===== src/rtl/spu_inst_fetch.sv =====
// Instruction fetch unit for the dual-issue SPU: prefetches 64-bit pairs into a show-ahead buffer.
// Optional macro SPU_FETCH_PERF_CNT_EN adds saturating stall/redirect performance counters.
module spu_inst_fetch #(
    parameter int          ADDR_W   = 15,
    parameter int          DEPTH    = 4,
    parameter logic [31:0] RESET_PC = 32'h0
) (
    input  logic              clock,
    input  logic              reset,
    output logic              imem_req,
    output logic [ADDR_W-1:0] imem_addr,
    input  logic [63:0]       imem_rdata,
    input  logic              stall,
    input  logic              branch_taken,
    input  logic [31:0]       branch_target,
    output logic              inst_valid,
    output logic [31:0]       first_inst,
    output logic [31:0]       second_inst,
    output logic              first_valid,
    output logic [31:0]       pc_output
`ifdef SPU_FETCH_PERF_CNT_EN
    ,
    output logic [31:0]       perf_stall_cnt,
    output logic [31:0]       perf_redirect_cnt
`endif
);

    localparam int PTR_W = $clog2(DEPTH);
    localparam int CNT_W = PTR_W + 1;

    typedef enum logic [1:0] {
        IDLE,
        FETCH,
        REDIRECT
    } state_t;

    state_t            state;
    state_t            state_next;
    logic              req_int;

    logic [ADDR_W-1:0] fetch_pc;
    logic              odd_pending;
    logic              inflight;
    logic [ADDR_W-1:0] inflight_pc;
    logic              inflight_odd;

    logic [63:0]       data_mem [DEPTH];
    logic [ADDR_W-1:0] pc_mem   [DEPTH];
    logic [DEPTH-1:0]  odd_mem;
    logic [PTR_W-1:0]  head;
    logic [PTR_W-1:0]  tail;
    logic [CNT_W-1:0]  count;

    logic              buf_valid;
    logic              push;
    logic              pop;
    logic              write_en;
    logic [CNT_W-1:0]  credit;
    logic              unused_target_bits;

    assign unused_target_bits = ^{branch_target[31:ADDR_W], branch_target[1:0]};

    assign buf_valid = (count != '0);
    assign push      = inflight;
    assign pop       = buf_valid && !stall;
    assign write_en  = reset && !branch_taken && push;
    assign credit    = count + CNT_W'(inflight);

    always_ff @(posedge clock) begin
        if (!reset) begin
            state <= IDLE;
        end else begin
            state <= state_next;
        end
    end

    // A redirect pulse in any state restarts the one-cycle REDIRECT bubble.
    always_comb begin
        state_next = state;
        req_int    = 1'b0;
        case (state)
            IDLE:     state_next = FETCH;
            FETCH:    req_int    = (credit < CNT_W'(DEPTH));
            REDIRECT: state_next = FETCH;
            default:  state_next = IDLE;
        endcase
        if (branch_taken) begin
            state_next = REDIRECT;
        end
    end

    always_ff @(posedge clock) begin
        if (!reset) begin
            fetch_pc     <= {RESET_PC[ADDR_W-1:3], 3'b000};
            odd_pending  <= 1'b0;
            inflight     <= 1'b0;
            inflight_pc  <= '0;
            inflight_odd <= 1'b0;
            head         <= '0;
            tail         <= '0;
            count        <= '0;
        end else if (branch_taken) begin
            // Clearing inflight drops the response of any request made this cycle or last.
            fetch_pc     <= {branch_target[ADDR_W-1:3], 3'b000};
            odd_pending  <= branch_target[2];
            inflight     <= 1'b0;
            inflight_odd <= 1'b0;
            head         <= '0;
            tail         <= '0;
            count        <= '0;
        end else begin
            if (push) begin
                tail <= tail + PTR_W'(1);
            end
            if (pop) begin
                head <= head + PTR_W'(1);
            end
            count    <= count + CNT_W'(push) - CNT_W'(pop);
            inflight <= req_int;
            if (req_int) begin
                inflight_pc  <= fetch_pc;
                inflight_odd <= odd_pending;
                odd_pending  <= 1'b0;
                fetch_pc     <= fetch_pc + ADDR_W'(8);
            end
        end
    end

    always_ff @(posedge clock) begin
        if (write_en) begin
            data_mem[tail] <= imem_rdata;
            pc_mem[tail]   <= inflight_pc;
            odd_mem[tail]  <= inflight_odd;
        end
    end

    assign imem_req    = reset && req_int;
    assign imem_addr   = imem_req ? fetch_pc : '0;
    assign inst_valid  = reset && buf_valid;
    assign first_valid = inst_valid && !odd_mem[head];
    assign first_inst  = first_valid ? data_mem[head][63:32] : 32'h0;
    assign second_inst = inst_valid ? data_mem[head][31:0] : 32'h0;
    assign pc_output   = inst_valid ? {{(32-ADDR_W){1'b0}}, pc_mem[head]} : 32'h0;

`ifdef SPU_FETCH_PERF_CNT_EN
    always_ff @(posedge clock) begin
        if (!reset) begin
            perf_stall_cnt    <= '0;
            perf_redirect_cnt <= '0;
        end else begin
            if (buf_valid && stall && (perf_stall_cnt != 32'hFFFF_FFFF)) begin
                perf_stall_cnt <= perf_stall_cnt + 32'd1;
            end
            if (branch_taken && (perf_redirect_cnt != 32'hFFFF_FFFF)) begin
                perf_redirect_cnt <= perf_redirect_cnt + 32'd1;
            end
        end
    end
`endif

endmodule


===== config.mk =====
export PLATFORM = sky130hd
export DESIGN_NAME = spu_inst_fetch
export DESIGN_NICKNAME = d
export VERILOG_FILES = /design/src/rtl/spu_inst_fetch.sv
export SDC_FILE = /design/constraint.sdc
export NUM_CORES = 1
export LEC_CHECK = 0
export CAP_MARGIN = 20
export CORE_MARGIN = 4
export CORE_UTILIZATION = 56
export CTS_BUF_LIST = sky130_fd_sc_hd__clkbuf_8
export DETAILED_ROUTE_END_ITERATION = 10
export PLACE_DENSITY_LB_ADDON = 0.25
export SLEW_MARGIN = 20
export SYNTH_ARGS = -nofsm -noshare
export SYNTH_HDL_FRONTEND = slang
export SYNTH_SLANG_ARGS = --single-unit

===== constraint.sdc =====
create_clock -name clock -period 3.9 [get_ports clock]
set_input_delay 0.39 -clock clock [delete_from_list [all_inputs] [get_ports clock]]
set_output_delay 0.39 -clock clock [all_outputs]
set_load 0.005 [all_outputs]

# Yosys cells after proc, flatten, opt, wreduce, memory -nomap -nowiden
# Memory sizes are Yosys's and may differ from the RTL's. A register that Yosys moved wholly into a read port is not among the register bits.
# Index checks and enable logic that the tools add are counted.
[word_totals]
ramBits = 316
n_memories = 2
reg_bits = 46
latch_bits = 0
input_bits = 100
mem_bits_ro = 0
[classes]
n_addsub = 5
multipliers = 0
n_bitwise = 2
n_eq_ne = 3
shift = 0
reduce_logical = 16
n_lt_le_gt_ge = 4
div = 0
mux = 22
[memory_table]
columns = ["memory", "words", "width", "read_ports", "rd_ports_with_merged_regs", "write_ports", "line_no", "rtl"]
rows = [
  ["data_mem", 4, 64, 1, 1, 1, "47", "logic [63:0] data_mem [DEPTH];"],
  ["pc_mem", 4, 15, 1, 1, 1, "48", "logic [ADDR_W-1:0] pc_mem [DEPTH];"],
]
[op_table]
columns = ["operator", "count"]
rows = [
  ["32-bit 2-to-1 mux", 2],
  ["15-bit 2-to-1 mux", 4],
  ["15-bit by 4-bit adder with 15-bit output (second input constant)", 1],
  ["2-bit 2-to-1 mux", 5],
  ["1-bit logical AND", 7],
  ["1-bit 2-to-1 mux", 7],
  ["2-bit by 3-bit less-than comparator with 1-bit output (second input constant)", 2],
  ["2-bit by 1-bit adder with 2-bit output (second input constant)", 2],
  ["4-bit bitwise mux", 1],
  ["2-bit one-hot mux with 2 select lines", 1],
  ["2-bit OR reduction", 2],
  ["3-bit by 1-bit adder with 3-bit output", 1],
  ["1-bit zero test", 3],
  ["3-bit less-than comparator (second input constant)", 1],
  ["3-bit nonzero test", 1],
  ["3-bit by 1-bit subtractor with 3-bit output", 1],
  ["1-bit binary-select mux with 2-bit select", 1],
  ["1-bit demux with 2-bit select", 1],
  ["2-bit by 1-bit equality test with 1-bit output (second input constant)", 1],
  ["2-bit equality test (second input constant)", 1],
  ["2-bit by 1-bit greater-or-equal comparator with 1-bit output (second input constant)", 1],
  ["2-bit zero test", 1],
  ["2-bit != test (second input constant)", 1],
  ["1-bit inverter", 2],
  ["2 further kinds", 2],
]

# Longest topological paths before layout
[logic_depth]
depth_word = 5
ltp_mapped = 7
ltp_nobuf = 6

# Worst setup path after synthesis
# Ideal clock, no wire load.
[synth_path]
path_type = "input to register"
startpoint = "in reset"
endpoint = "mem data_mem[0][0] (enable)"
path_slack_ps = 941
path_stages = 2
required_ps = 3456
n_path_buf = 0
arrival_time_ps = 2515
setup_ps = 444
path_cell_list = "nor2b_1 and3_1"
[synth_between]
elab_chain_len = 4
[synth_lines]
columns = ["element", "line_no", "rtl"]
rows = [
  ["start, declared", "9", "input logic reset,"],
  ["1-bit logical AND (2 in a row)", "66", "assign write_en = reset && !branch_taken && push;"],
  ["1-bit 2-to-1 mux", "130", "if (write_en) begin"],
  ["1-bit 2-to-1 mux (implied by the code)", "131", "data_mem[tail] <= imem_rdata;"],
  ["end, declared", "47", ""],
]
# No other way between the ends.

# Final worst setup path
[layout_path]
startpoint = "reg inflight"
endpoint = "out imem_addr[11]"
[layout_between]
elab_chain_len = 5
[layout_lines]
columns = ["element", "line_no", "rtl"]
rows = [
  ["start, declared", "43", "logic inflight;"],
  ["start signal, assigned", "119", "inflight <= req_int;"],
  ["3-bit by 1-bit adder with 3-bit output", "67", "assign credit = count + CNT_W'(inflight);"],
  ["3-bit less-than comparator", "83", "FETCH: req_int = (credit < CNT_W'(DEPTH));"],
  ["1-bit 2-to-1 mux", "81", "case (state)"],
  ["1-bit logical AND", "137", "assign imem_req = reset && req_int;"],
  ["15-bit 2-to-1 mux", "138", "assign imem_addr = imem_req ? fetch_pc : '0;"],
  ["end, declared", "11", "output logic [ADDR_W-1:0] imem_addr,"],
]
# No other way between the ends.

==> metrics.txt <==
status=completed; min Tclk post-route=3.46 ns; Critical Path Source Type=register; largest net degree at the start of global routing=46; most frequent cells in the layout=edfxtp_1 (308), clkdlybuf4s50_1 (171), nor2b_1 (89); pwr dens=413 nW/um^2; root buffer cell=clkbuf_8; synthesized area=13500 um^2; CP max FO=17; via count=6925; DP HPWL=16500 um; Skew-Pair Late Insertion Delay=0.57 ns; most frequent CP cell=ha_1; Placed Cells=1181; Final nets=1025; Final setup viols=0; critical path endpoint category=primary output; unrepaired setup endpoints after global routing=false; Worst Path Arrival=3.07 ns; Critical-path top delay cell=nor2_1; Net Sw Frac=0.202; # Post-CTS Setup Buffers=0; Hold Violations, Final=0; Psw=1390 uW; DRT Wirelength=26000 um; Clock Tree Buf Depth=3; initial antenna violation count=2; top-level I/O count=214; I/O Buffers=171; GR Overflow Total=0; first-pass GRT wire length=41100 um; Area contributors post-synth=edfxtp_1 (68%), mux4_2 (13%), dfxtp_1 (5.6%); CP peak stage delay=0.74 ns; cell taking the most area after synthesis=edfxtp_1; H-tree levels=2; MaxCap Viol Count=0; drt via density=5.44; commonest non-fill, non-tap cell in the layout=edfxtp_1; sequential fraction of design power=0.593; internal power=5460 uW; row count=56; Sink Count=346; Synthesis Warnings=0; Slew headroom=0.360; layout cells sized above 1=0.178; Period Utilization, post-route=0.887; initial DRC count=477; routed len/inst=20.4 um; Synth top area share=0.683; fmax=0.289 GHz; DRT Pass-1 Iters=4; worst vdd ir=0.000220 V; Slew Limit Fails=0; Logic pwr share=0.032; drt drc=0; Crit path required time=3.51 ns; vias in the first global route=7565; Yosys cell types=37; Hold Crit Class=input port to register; clock transition at the registers of the reported paths=0.06 ns; crit-path cells=ha_1 -> ha_1 -> xor2_1 -> nor2_1 -> and3_1 -> clkdlybuf4s50_1; sequential area share after synthesis=0.739; Final Non-Filler Cells=1274; All-Layer GR Usage=0.199; register bit count reported by yosys=346; Post-DRT Antenna Nets=0; Initial Utilization=0.574; die area=26700 um^2; Clock Skews=0.0194 ns; syn_area_per_cell=19.1 um^2; CTS Hold Bufs=0; CTS Buf Count=52; cts repair resizes=0; # diodes=0; Routability Congestion=0.794; die width=164 um; Leak=0.00524 uW; critical path class=register to primary output; Least-Margin Pin Slew=0.957 ns; Layout area overhead=22.5%; CTS tree=done; Synth Instances=708; core area=23600 um^2; setup TNS=0 ns; clock network fraction of design power=0.375; die height=164 um
[path summary, 6_finish.rpt]
check | startpoint | endpoint | slack, ns | cells past startpoint
max reg2reg | inflight$_SDFF_PP0_ | fetch_pc[12]$_SDFFE_PN0P_ | 1.60 | 7
min reg2reg | state[1]$_SDFFE_PN0P_ | state[0]$_SDFFE_PP0P_ | 0.44 | 1
max | inflight$_SDFF_PP0_ | imem_addr[11] | 0.44 | 6
min | branch_target[2] | odd_pending$_SDFFE_PN0P_ | 0.41 | 3
[Yosys cell counts]
| cell | instances |
|---|---|
| nand2b_1 | 3 |
| ha_1 | 9 |
| nor2_1 | 11 |
| nand3_1 | 5 |
| buf_4 | 23 |
| edfxtp_1 | 308 |
| or2_2 | 2 |
| o31ai_1 | 2 |
| a21boi_0 | 1 |
| a21oi_1 | 10 |
| nand2_1 | 4 |
| xor2_1 | 1 |
| mux4_2 | 77 |
| o21ai_0 | 11 |
| o211ai_1 | 1 |
| a31oi_1 | 2 |
| nand4b_1 | 1 |
| nor4_1 | 4 |
| or3_1 | 1 |
| buf_6 | 1 |
| buf_2 | 12 |
| or4_1 | 2 |
| conb_1 | 1 |
| and2_1 | 2 |
| a21o_1 | 1 |
| buf_1 | 2 |
| clkbuf_1 | 21 |
| nand4_1 | 1 |
| mux2i_1 | 15 |
| and3_1 | 17 |
| nor2b_1 | 89 |
| nor3b_1 | 1 |
| a32oi_1 | 1 |
| dfxtp_1 | 38 |
| inv_1 | 10 |
| xnor2_1 | 12 |
| nor3_1 | 6 |
[critical path: cells and delay by family, from the launching register on]
family | cells | cell delay (ns)
fa+ha+maj | 2 | 0.42
flops | 1 | 0.39
simple gates | 2 | 1.02
buf+inv | 1 | 0.52
xor+xnor | 1 | 0.16
[kinds of logic after synthesis]
kind of cell,after synthesis,synth area share
other,1,0.000277
and+or+nand+nor,149,0.0655
DFF,346,0.739
AOI/OAI and AO/OA,29,0.0121
adders and majority gates,9,0.00832
xor gates and xnor gates,13,0.00841
muxes,92,0.139
buffers and inverters,69,0.0272
[metal layers]
metal	GRT usage	vias up	share of wire
met3	0.0447	37	0.062
met4	0.0473	4	0.013
li1	-	3152	-
met2	0.352	223	0.53
met1	0.254	3509	0.40
met5	0	-	0.00092
[power by group through the flow]
| stage | clock (uW) | sequential, uW | combinational [uW] |
|---|---|---|---|
| after floorplan | 0 | 4140 | 91.0 |
| after global placement | 0 | 4140 | 205 |
| after detailed placement | 0 | 4140 | 215 |
| after CTS | 2640 | 4060 | 216 |
| after global routing | 2830 | 4060 | 236 |
| final | 2570 | 4060 | 216 |
[state kept, by name, indices dropped and copies added (netlist names), 2 cells and up, named ones only]
| register | cells |
|---|---|
| state | 2 |
| data_mem | 256 |
| odd_mem | 4 |
| head | 2 |
| fetch_pc | 12 |
| pc_mem | 48 |
| inflight_pc | 12 |
| count | 3 |
| tail | 2 |
[layout make-up]
cell class / count / area [um^2]
inverters: 10 / 37.5
clock inverters: 38 / 159
flip-flops and latches: 346 / 10000
fillers: 1475 / 7020
repair buffers: 191 / 1950
clock buffers: 55 / 757
multi-input cells: 315 / 3280
well taps: 319 / 399
[through the flow]
step | util | power [uW] | setup WS, ns | cell area [um^2] | hold slack, ns
6_report | 0.703 | 6850 | 0.440 | 16600 | 0.411
5_1_grt | 0.703 | 7130 | 0.204 | 16600 | 0.423
4_1_cts | 0.703 | 6910 | 0.396 | 16600 | 0.379
3_5_place_dp | 0.664 | 4360 | 0.948 | 15700 | 0.431
3_3_place_gp | 0.664 | 4340 | 1.02 | 15700 | 0.420
2_1_floorplan | - | 4230 | 0.941 | 13600 | 0.413
(Power assumes the default switching activity.)
